--- src/rtl/sub_bcd_decoder_pkg.sv ---
// -----------------------------------------------------------------------------
// sub_bcd_decoder_pkg
// Shared definitions for the subtractor-result BCD decoder:
//   - FSM state encoding (IDLE / CONV / DONE)
//   - default input width and BCD digit count
//   - BCD digit width
//   - pow10(): constant helper used for the elaboration-time range check
// No ports (package).
// -----------------------------------------------------------------------------
package sub_bcd_decoder_pkg;

    localparam int W_DEF    = 6;
    localparam int NDIG_DEF = 2;
    localparam int DIG_W    = 4;

    localparam logic [1:0] ST_IDLE = 2'd0;
    localparam logic [1:0] ST_CONV = 2'd1;
    localparam logic [1:0] ST_DONE = 2'd2;

    function automatic int pow10(input int n);
        int r;
        r = 1;
        for (int i = 0; i < n; i++) begin
            r = r * 10;
        end
        return r;
    endfunction

endpackage

--- src/rtl/sub_bcd_decoder_if.sv ---
// -----------------------------------------------------------------------------
// sub_bcd_decoder_if
// Handshake bundle between the subtractor result producer / display consumer
// (master) and the BCD decoder (slave).
//   in_valid  : master -> slave, in_data is valid
//   in_ready  : slave  -> master, decoder can accept a word
//   in_data   : master -> slave, W-bit two's-complement difference
//   out_valid : slave  -> master, sign/bcd are valid
//   out_ready : master -> slave, consumer takes the result
//   sign      : slave  -> master, 1 = negative
//   bcd       : slave  -> master, magnitude digits, [3:0] = ones
// -----------------------------------------------------------------------------
interface sub_bcd_decoder_if
    import sub_bcd_decoder_pkg::*;
#(
    parameter int W    = W_DEF,
    parameter int NDIG = NDIG_DEF
);

    logic                  in_valid;
    logic                  in_ready;
    logic [W-1:0]          in_data;
    logic                  out_valid;
    logic                  out_ready;
    logic                  sign;
    logic [DIG_W*NDIG-1:0] bcd;

    modport master (
        output in_valid, in_data, out_ready,
        input  in_ready, out_valid, sign, bcd
    );

    modport slave (
        input  in_valid, in_data, out_ready,
        output in_ready, out_valid, sign, bcd
    );

endinterface

--- src/rtl/sub_bcd_decoder_bcd_add3_step.sv ---
// -----------------------------------------------------------------------------
// bcd_add3_step
// Combinational double-dabble correction for one BCD digit: digits of 5 or
// more get +3 so that the following left shift carries correctly into the
// next decade.
//   digit : input  DIG_W, scratch digit before the shift
//   adj   : output DIG_W, corrected digit
// -----------------------------------------------------------------------------
module bcd_add3_step
    import sub_bcd_decoder_pkg::*;
(
    input  logic [DIG_W-1:0] digit,
    output logic [DIG_W-1:0] adj
);

    assign adj = (digit >= DIG_W'(5)) ? digit + DIG_W'(3) : digit;

endmodule

--- src/rtl/sub_bcd_decoder.sv ---
// -----------------------------------------------------------------------------
// sub_bcd_decoder
// Converts one W-bit two's-complement difference into sign + NDIG BCD digits
// using one shift-add-3 step per clock. One conversion in flight at a time.
//   clk : clock, rising edge
//   rst : synchronous reset, active-high, highest priority
//   bus : sub_bcd_decoder_if.slave (input handshake + result handshake)
// Latency: accept at edge k, out_valid after edge k+W. Throughput 1 / (W+2).
// -----------------------------------------------------------------------------
module sub_bcd_decoder
    import sub_bcd_decoder_pkg::*;
#(
    parameter int W    = W_DEF,
    parameter int NDIG = NDIG_DEF
)
(
    input  logic              clk,
    input  logic              rst,
    sub_bcd_decoder_if.slave  bus
);

    localparam int BCD_W = DIG_W * NDIG;
    localparam int CNT_W = $clog2(W + 1);

    // The largest magnitude, 2^(W-1) from the most negative input, must fit.
    generate
        if ((1 << (W - 1)) >= pow10(NDIG)) begin : g_range_chk
            $error("sub_bcd_decoder: NDIG too small for W");
        end
    endgenerate

    logic [1:0]         state;
    logic [CNT_W-1:0]   cnt;
    logic [W-1:0]       mag;
    logic [BCD_W-1:0]   scratch;
    logic [BCD_W-1:0]   adj;
    logic [BCD_W-1:0]   bcd_r;
    logic               sign_work;
    logic               sign_r;
    logic [BCD_W+W-1:0] shifted;

    for (genvar g = 0; g < NDIG; g++) begin : g_dig
        bcd_add3_step u_step (
            .digit (scratch[g*DIG_W +: DIG_W]),
            .adj   (adj[g*DIG_W +: DIG_W])
        );
    end

    // Correct every digit first, then shift the whole {scratch, mag} pair.
    assign shifted = {adj, mag} << 1;

    always_ff @(posedge clk) begin
        if (rst) begin
            state     <= ST_IDLE;
            cnt       <= '0;
            mag       <= '0;
            scratch   <= '0;
            sign_work <= 1'b0;
            sign_r    <= 1'b0;
            bcd_r     <= '0;
        end else begin
            case (state)
                ST_IDLE: begin
                    if (bus.in_valid) begin
                        // Sign is kept aside so the visible SIGN only
                        // changes together with BCD when DONE is entered.
                        sign_work <= bus.in_data[W-1];
                        // Unsigned W-bit negate: -2^(W-1) maps to 2^(W-1).
                        mag       <= bus.in_data[W-1] ? -bus.in_data : bus.in_data;
                        scratch   <= '0;
                        cnt       <= '0;
                        state     <= ST_CONV;
                    end
                end
                ST_CONV: begin
                    scratch <= shifted[BCD_W+W-1 -: BCD_W];
                    mag     <= shifted[W-1:0];
                    cnt     <= cnt + CNT_W'(1);
                    if (cnt == CNT_W'(W - 1)) begin
                        bcd_r  <= shifted[BCD_W+W-1 -: BCD_W];
                        sign_r <= sign_work;
                        state  <= ST_DONE;
                    end
                end
                ST_DONE: begin
                    if (bus.out_ready) begin
                        state <= ST_IDLE;
                    end
                end
                default: begin
                    state <= ST_IDLE;
                end
            endcase
        end
    end

    assign bus.in_ready  = (state == ST_IDLE);
    assign bus.out_valid = (state == ST_DONE);
    assign bus.sign      = sign_r;
    assign bus.bcd       = bcd_r;

endmodule

--- src/flat_wrapper.sv ---
// flat-port wrapper written by rule: the top's interface ports become plain ports
module sub_bcd_decoder_flat import sub_bcd_decoder_pkg::*;
#(
    parameter int W    = W_DEF,
    parameter int NDIG = NDIG_DEF
)
  (clk, rst, bus_in_valid, bus_in_data, bus_out_ready, bus_in_ready, bus_out_valid, bus_sign, bus_bcd);
  sub_bcd_decoder_if #(.W(W), .NDIG(NDIG)) bus_i ();
  input  logic clk;
  input  logic rst;
  input wire logic [$bits(bus_i.in_valid)-1:0] bus_in_valid;
  input wire logic [$bits(bus_i.in_data)-1:0] bus_in_data;
  input wire logic [$bits(bus_i.out_ready)-1:0] bus_out_ready;
  output wire logic [$bits(bus_i.in_ready)-1:0] bus_in_ready;
  output wire logic [$bits(bus_i.out_valid)-1:0] bus_out_valid;
  output wire logic [$bits(bus_i.sign)-1:0] bus_sign;
  output wire logic [$bits(bus_i.bcd)-1:0] bus_bcd;
  assign bus_i.in_valid = bus_in_valid;
  assign bus_i.in_data = bus_in_data;
  assign bus_i.out_ready = bus_out_ready;
  assign bus_in_ready = bus_i.in_ready;
  assign bus_out_valid = bus_i.out_valid;
  assign bus_sign = bus_i.sign;
  assign bus_bcd = bus_i.bcd;
  sub_bcd_decoder #(.W(W), .NDIG(NDIG)) u_core (.clk(clk), .rst(rst), .bus(bus_i));
endmodule
--- config.mk ---
export PLATFORM = sky130hd
export DESIGN_NAME = sub_bcd_decoder_flat
export DESIGN_NICKNAME = d
export VERILOG_FILES = /design/src/rtl/sub_bcd_decoder_pkg.sv /design/src/rtl/sub_bcd_decoder_if.sv /design/src/rtl/sub_bcd_decoder_bcd_add3_step.sv /design/src/rtl/sub_bcd_decoder.sv /design/src/flat_wrapper.sv
export SDC_FILE = /design/constraint.sdc
export NUM_CORES = 1
export LEC_CHECK = 0
export BUFFER_PORTS_ARGS = -buffer_cell sky130_fd_sc_hd__buf_4
export CORE_UTILIZATION = 60
export CTS_BUF_LIST = sky130_fd_sc_hd__clkbuf_4 sky130_fd_sc_hd__clkbuf_8
export DETAILED_ROUTE_END_ITERATION = 10
export PLACE_DENSITY_LB_ADDON = 0.15
export SYNTH_ARGS = -nofsm -noshare
export SYNTH_HDL_FRONTEND = slang
export SYNTH_SLANG_ARGS = --single-unit
--- constraint.sdc ---
create_clock -name clk -period 3.4 [get_ports clk]
set_input_delay 0.17 -clock clk [delete_from_list [all_inputs] [get_ports clk]]
set_output_delay 0.17 -clock clk [all_outputs]
set_load 0.02 [all_outputs]
==> results.py, run 1 <==
metrics = {
    "clock_network": {
        "cts_setup_buffers": 0,
        "numCtsBuffers": 5,
        "clk_path_buf_depth": 2,
        "htreeDepth": 2,
        "cts-root-buf": "clkbuf_4",
        "clk_pin_slew_ps": 90,
        "hold_buffers": 0,
        "cts_tree": "yes",
        "cts_resized": 0,
        "worstSkewPairLatency_ps": 320,
        "cts.sinks": 29,
    },
    "global_routing": {
        "antenna_found_initial": 0,
        "track_usage": 0.253,
        "grt_overflow_total": 0,
        "grt_pass1_wl_mm": 4.75,
        "grt_max_degree": 32,
        "grt_pass1_vias": 1082,
    },
    "floorplan": {
        "die_w_um": 50.4,
        "initial_core_util": 0.635,
        "die_height_um": 50.4,
        "placementRows": 17,
        "fp.coreArea_um2": 2210,
        "dieArea_um2": 2540,
        "io_pins": 21,
    },
    "timing": {
        "drv_slew": 0,
        "hold_viol": 0,
        "worst_pin_slew_ps": 739,
        "hold_ws_ps": 125,
        "min_period_ps": 2060,
        "max_freq_mhz": 486,
        "min_period_over_period": 0.606,
        "max_slew_margin": 0.507,
        "rsz0062_at_grt": "false",
        "finalSetupTns_ps": 0,
        "setup_viol": 0,
        "skew_ps": 4.37,
    },
    "detailed_routing": {
        "firstDrtPassIters": 4,
        "drc": 0,
        "via_per_inst": 5.84,
        "wirelength_mm": 2.88,
        "ant_nets": 0,
        "drtIter0Drc": 50,
        "wire_per_inst_um": 14.1,
        "vias": 1192,
    },
    "setup_path": {
        "endpoint_kind": "flip-flop",
        "crit_arrival_ps": 2300,
        "crit_type": "flip-flop to flip-flop",
        "cp_max_fo": 11,
        "cp_slowest_stage_delay_ps": 650,
        "crit_path_cell_trace": "nor2b_1 > and3_1 > nor2_1 > a311oi_2",
        "start_kind": "flip-flop",
        "required_ps": 3640,
        "crit_slowest_cell": "nor2b_1",
        "r2r.worst_path.cells": 4,
    },
    "finish": {
        "diodes": 0,
        "syn2layout_area_growth_pct": 16.6,
        "fin_cells": 204,
        "nets": 192,
        "drive_gt1_frac": 0.199,
    },
    "power": {
        "p_leak_uw": 0.000626,
        "power.density_cell_area_nw_per_um2": 436,
        "ir_drop_mv": 0.483,
    },
    "synthesis": {
        "yosysUniqueCellTypes": 33,
        "syn_nets": 173,
        "syn-instance-count": 156,
        "yosysSeqAreaShare": 0.414,
        "mappedNetlistArea_um2": 1400,
        "ys_ff_latch": 29,
        "yosysWarnings": 0,
        "synth.avg_cell_area_um2": 9.00,
    },
    "placement": {
        "place_congestion": 0.840,
        "dp_hpwl_mm": 2.02,
        "io_buffers": 20,
        "placedCellCount": 196,
    },
    "hold_path": {
        "hold_path_depth": 3,
        "hold_path.class": "input port to flip-flop",
    },
    "outcome": {
        "status": "completed",
    },
    "flow_run": {
        "drv_cap": 0,
    },
}
[flip-flops by register name, summed over array words and instances (netlist names)]
signal,flops
u_core.bus.bcd,8
u_core.cnt,3
u_core.state,2
u_core.sign_work,1
u_core.mag,6
u_core.scratch,8
u_core.bus.sign,1
[report_power, final]
group,internal [uW],switching (uW),total (uW)
Clock,184,121,305
Combinational,24.9,31.2,56.1
Sequential,346,6.61,353
[stage by stage]
stage                util  instance area [um^2]  setup slack, ps  power, uW
detailed placement  0.700                  1550             1390        416
global route        0.740                  1640             1140        741
global placement    0.700                  1550             1490        414
finish              0.740                  1640             1340        714
floorplan               -                  1400             1970        398
CTS                 0.740                  1640             1370        719
[cell type report]
type	instances	area (um^2)
multi-input cells	111	752
flip-flops and latches	29	581
fillers	177	576
repair buffers	20	150
clock buffers	7	58.8
well taps	28	35.0
clock inverters	1	30.0
inverters	8	30.0
[layout by cell type, fill, tap and decap left out, types with 5 or more instances in the layout]
cell | Yosys | final
clkbuf_4 | 0 | 6
nor2_1 | 16 | 16
inv_1 | 8 | 8
o21ai_0 | 9 | 9
nand3b_1 | 10 | 10
a22oi_1 | 8 | 8
ha_1 | 7 | 7
a21oi_1 | 11 | 11
buf_4 | 2 | 20
dfxtp_1 | 29 | 29
nand2b_1 | 7 | 7
o21ai_1 | 5 | 5
nand2_1 | 8 | 8
[cell families (layout without fill, tap and decap cells)]
family	after synthesis	after routing	share of synthesized area
simple gates	53	53	0.212
xor+xnor	4	4	0.0250
flops	29	29	0.414
compound gates	42	42	0.198
fa+ha+maj	7	7	0.0624
buf+inv	16	36	0.0508
mux	5	5	0.0383
[worst max-delay path, delay by kind of cell, from the launching register on]
family	cells	cell delay [ps]
simple gates	3	1220
compound gates	1	240
flops	1	510
[layer usage]
metal  global-route usage  vias to the layer above  share of wire  routed length (um)
met5                    0                        -              0                   0
met4               0.0972                        0         0.0090                  26
met3               0.0727                        4          0.058                 168
met2                0.382                       41           0.47                1360
met1                0.339                      555           0.46                1320
li1                     -                      592              -                   -
[final timing paths]
| check | from | to | slack (ps) |
|---|---|---|---|
| worst max-delay path | u_core.state[0] | u_core.bus.bcd[7] | 1340 |
| worst max register to register | u_core.state[0] | u_core.bus.bcd[7] | 1340 |
| worst min-delay path | bus_out_ready | u_core.state[1] | 120 |
| worst min register to register | u_core.bus.sign | u_core.bus.sign | 470 |
[cell usage after synthesis]
cell / n / area, um^2
a222oi_1: 2 / 20.0
o21bai_2: 1 / 11.3
nand3b_1: 10 / 75.1
dfxtp_1: 29 / 581
o31ai_1: 1 / 7.51
a22oi_1: 8 / 60.1
nand2_1: 8 / 30.0
nor2b_1: 2 / 12.5
o21ai_0: 9 / 45.0
a311oi_2: 2 / 30.0
nor2_1: 16 / 60.1
nor3b_1: 1 / 7.51
nand2b_1: 7 / 43.8
a311oi_1: 1 / 8.76
clkbuf_1: 3 / 11.3
a21boi_0: 1 / 7.51
a21oi_1: 11 / 55.1
buf_2: 3 / 15.0
mux2_2: 3 / 33.8
and2_1: 1 / 6.26
xnor2_1: 4 / 35.0
o21ai_1: 5 / 25.0
inv_1: 8 / 30.0
nand4_1: 1 / 6.26
mux2i_1: 2 / 20.0
nand3_2: 1 / 10.0
or3b_1: 3 / 26.3
a211oi_1: 1 / 7.51
nor3_1: 1 / 5.00
buf_4: 2 / 15.0
and3b_1: 1 / 8.76
ha_1: 7 / 87.6
and3_1: 1 / 6.26
Power figures use the tool's default switching activity.
==> inputs of run 2 (changes only) <==
--- a/config.mk
+++ b/config.mk
@@ -6,7 +6,7 @@
 export NUM_CORES = 1
 export LEC_CHECK = 0
 export BUFFER_PORTS_ARGS = -buffer_cell sky130_fd_sc_hd__buf_4
-export CORE_UTILIZATION = 60
+export CORE_UTILIZATION = 58
 export CTS_BUF_LIST = sky130_fd_sc_hd__clkbuf_4 sky130_fd_sc_hd__clkbuf_8
 export DETAILED_ROUTE_END_ITERATION = 10
 export PLACE_DENSITY_LB_ADDON = 0.15
==> constraint.sdc (replaced) <==
create_clock -name clk -period 2.1 [get_ports clk]
set_input_delay 0.105 -clock clk [delete_from_list [all_inputs] [get_ports clk]]
set_output_delay 0.105 -clock clk [all_outputs]
set_load 0.02 [all_outputs]
==> run 2 against run 1 <==
Largest cell class unchanged. Largest power group unchanged. Combinational power rose by 69%. Highest routed layer unchanged. Core utilization fell by 1.6 points. Wire length fell by 3.5%. First-iteration DRC count fell by 56%. Final cell count rose by 0.98%. Via count fell by 1.2%.
==> results.py, run 2 (synthesis results as in run 1) <==
metrics = {
    "power": {
        "internal_power_uw": 798,
        "p_sw_frac": 0.236,
        "power.switching_uw": 246,
        "p_leak_uw": 0.000629,
        "power_uw": 1040,
        "power.density_cell_area_nw_per_um2": 640,
        "p_comb_frac": 0.091,
        "ir_drop_mv": 0.465,
        "clkPwrFrac": 0.363,
        "pwr-share-seq": 0.547,
    },
    "finish": {
        "fin_cells": 206,
        "final_common_cell": "dfxtp_1",
        "nets": 194,
        "drive_gt1_frac": 0.208,
        "syn2layout_area_growth_pct": 16.3,
        "final_cell_mix": "dfxtp_1, buf_4, nor2_1",
        "stdcell_area_um2": 1630,
        "nFillCells": 184,
        "diodes": 0,
    },
    "setup_path": {
        "required_ps": 2350,
        "cp_max_fo": 3,
        "crit_type": "flip-flop to flip-flop",
        "start_kind": "flip-flop",
        "endpoint_kind": "flip-flop",
        "crit_arrival_ps": 1850,
    },
    "timing": {
        "min_period_ps": 1600,
        "skew_ps": 6.20,
        "drv_slew": 0,
        "min_period_over_period": 0.762,
        "finalSetupTns_ps": 0,
        "rsz0062_at_grt": "false",
        "fin_ws_ps": 500,
        "setup_viol": 0,
        "hold_viol": 0,
        "max_slew_margin": 0.654,
        "worst_pin_slew_ps": 519,
        "max_freq_mhz": 625,
    },
    "placement": {
        "io_buffers": 20,
        "dp_hpwl_mm": 2.01,
        "place_congestion": 0.749,
        "placedCellCount": 198,
        "place_area_um2": 1560,
        "pre_cts_ws_ps": 514,
    },
    "detailed_routing": {
        "wirelength_mm": 2.78,
        "vias": 1178,
        "via_per_inst": 5.72,
        "ant_nets": 0,
        "wire_per_inst_um": 13.5,
        "firstDrtPassIters": 4,
        "drc": 0,
        "drtIter0Drc": 22,
    },
    "floorplan": {
        "die_height_um": 51.2,
        "initial_core_util": 0.623,
        "placementRows": 17,
        "io_pins": 21,
        "die_w_um": 51.2,
        "dieArea_um2": 2620,
        "fp.coreArea_um2": 2250,
    },
    "clock_network": {
        "hold_buffers": 0,
        "cts-root-buf": "clkbuf_4",
        "worstSkewPairLatency_ps": 320,
        "numCtsBuffers": 5,
        "cts.sinks": 29,
        "cts_tree": "yes",
        "cts_resized": 0,
        "clk_path_buf_depth": 2,
        "cts_setup_buffers": 0,
        "htreeDepth": 2,
        "clk_pin_slew_ps": 90,
    },
    "flow_run": {
        "drv_cap": 0,
    },
    "hold_path": {
        "hold_path.class": "input port to flip-flop",
    },
    "global_routing": {
        "grt_pass1_vias": 1123,
        "grt_pass1_wl_mm": 4.70,
        "grt_overflow_total": 0,
        "antenna_found_initial": 0,
        "grt_max_degree": 32,
        "track_usage": 0.247,
    },
    "outcome": {
        "status": "completed",
    },
}
[run 2: changes by cell type in the layout (fill, tap and decap cells not counted)]
cell       before  now
buf_4          20   22
bufinv_16       1    0
clkbuf_4        6    5
clkbuf_8        1    2
clkinv_2        0    1
[run 2: per-stage QoR]
step / hold slack, ps / util
after floorplan: 252 / -
after global placement: 375 / 0.693
after detailed placement: 410 / 0.693
after CTS: 64.4 / 0.724
after global routing: 64.9 / 0.724
final: 68.9 / 0.724
[run 2: cell type report]
class,instances,area [um^2],share of cell area
clock inverters,1,5.00,0.00307
well taps,28,35.0,0.0215
inverters,8,30.0,0.0184
clock buffers,7,65.1,0.0398
flip-flops and latches,29,581,0.356
repair buffers,22,165,0.101
multi-input cells,111,752,0.461
[run 2: final timing paths]
| check | startpoint | to | slack (ps) | depth (start not counted) |
|---|---|---|---|---|
| min | bus_out_ready | u_core.state[1] | 70 | 3 |
| max reg2reg | u_core.scratch[1] | u_core.scratch[2] | 500 | 6 |
| min reg2reg | u_core.mag[1] | u_core.mag[2] | 450 | 2 |
| max | u_core.scratch[1] | u_core.scratch[2] | 500 | 6 |
[run 2: critical path, stage by stage, from the launching register on]
cell and delay [ps]:
dfxtp_1 370, inv_1 80, ha_1 170, nand2b_1 150, a21oi_1 250, mux2_2 380, o21ai_0 130
[run 2: power by group through the flow]
stage	logic, uW	registers, uW	clock network [uW]
3_3_place_gp	90.9	583	0
4_1_cts	94.7	571	390
2_1_floorplan	65.0	579	0
6_report	94.7	571	379
5_1_grt	105	573	413
3_5_place_dp	93.8	583	0
[run 2: layer usage]
| metal | GRT usage | share of wire | vias up |
|---|---|---|---|
| li1 | - | - | 593 |
| met1 | 0.288 | 0.46 | 556 |
| met2 | 0.423 | 0.49 | 23 |
| met3 | 0.0625 | 0.033 | 6 |
| met4 | 0.106 | 0.015 | 0 |
| met5 | 0 | 0 | - |
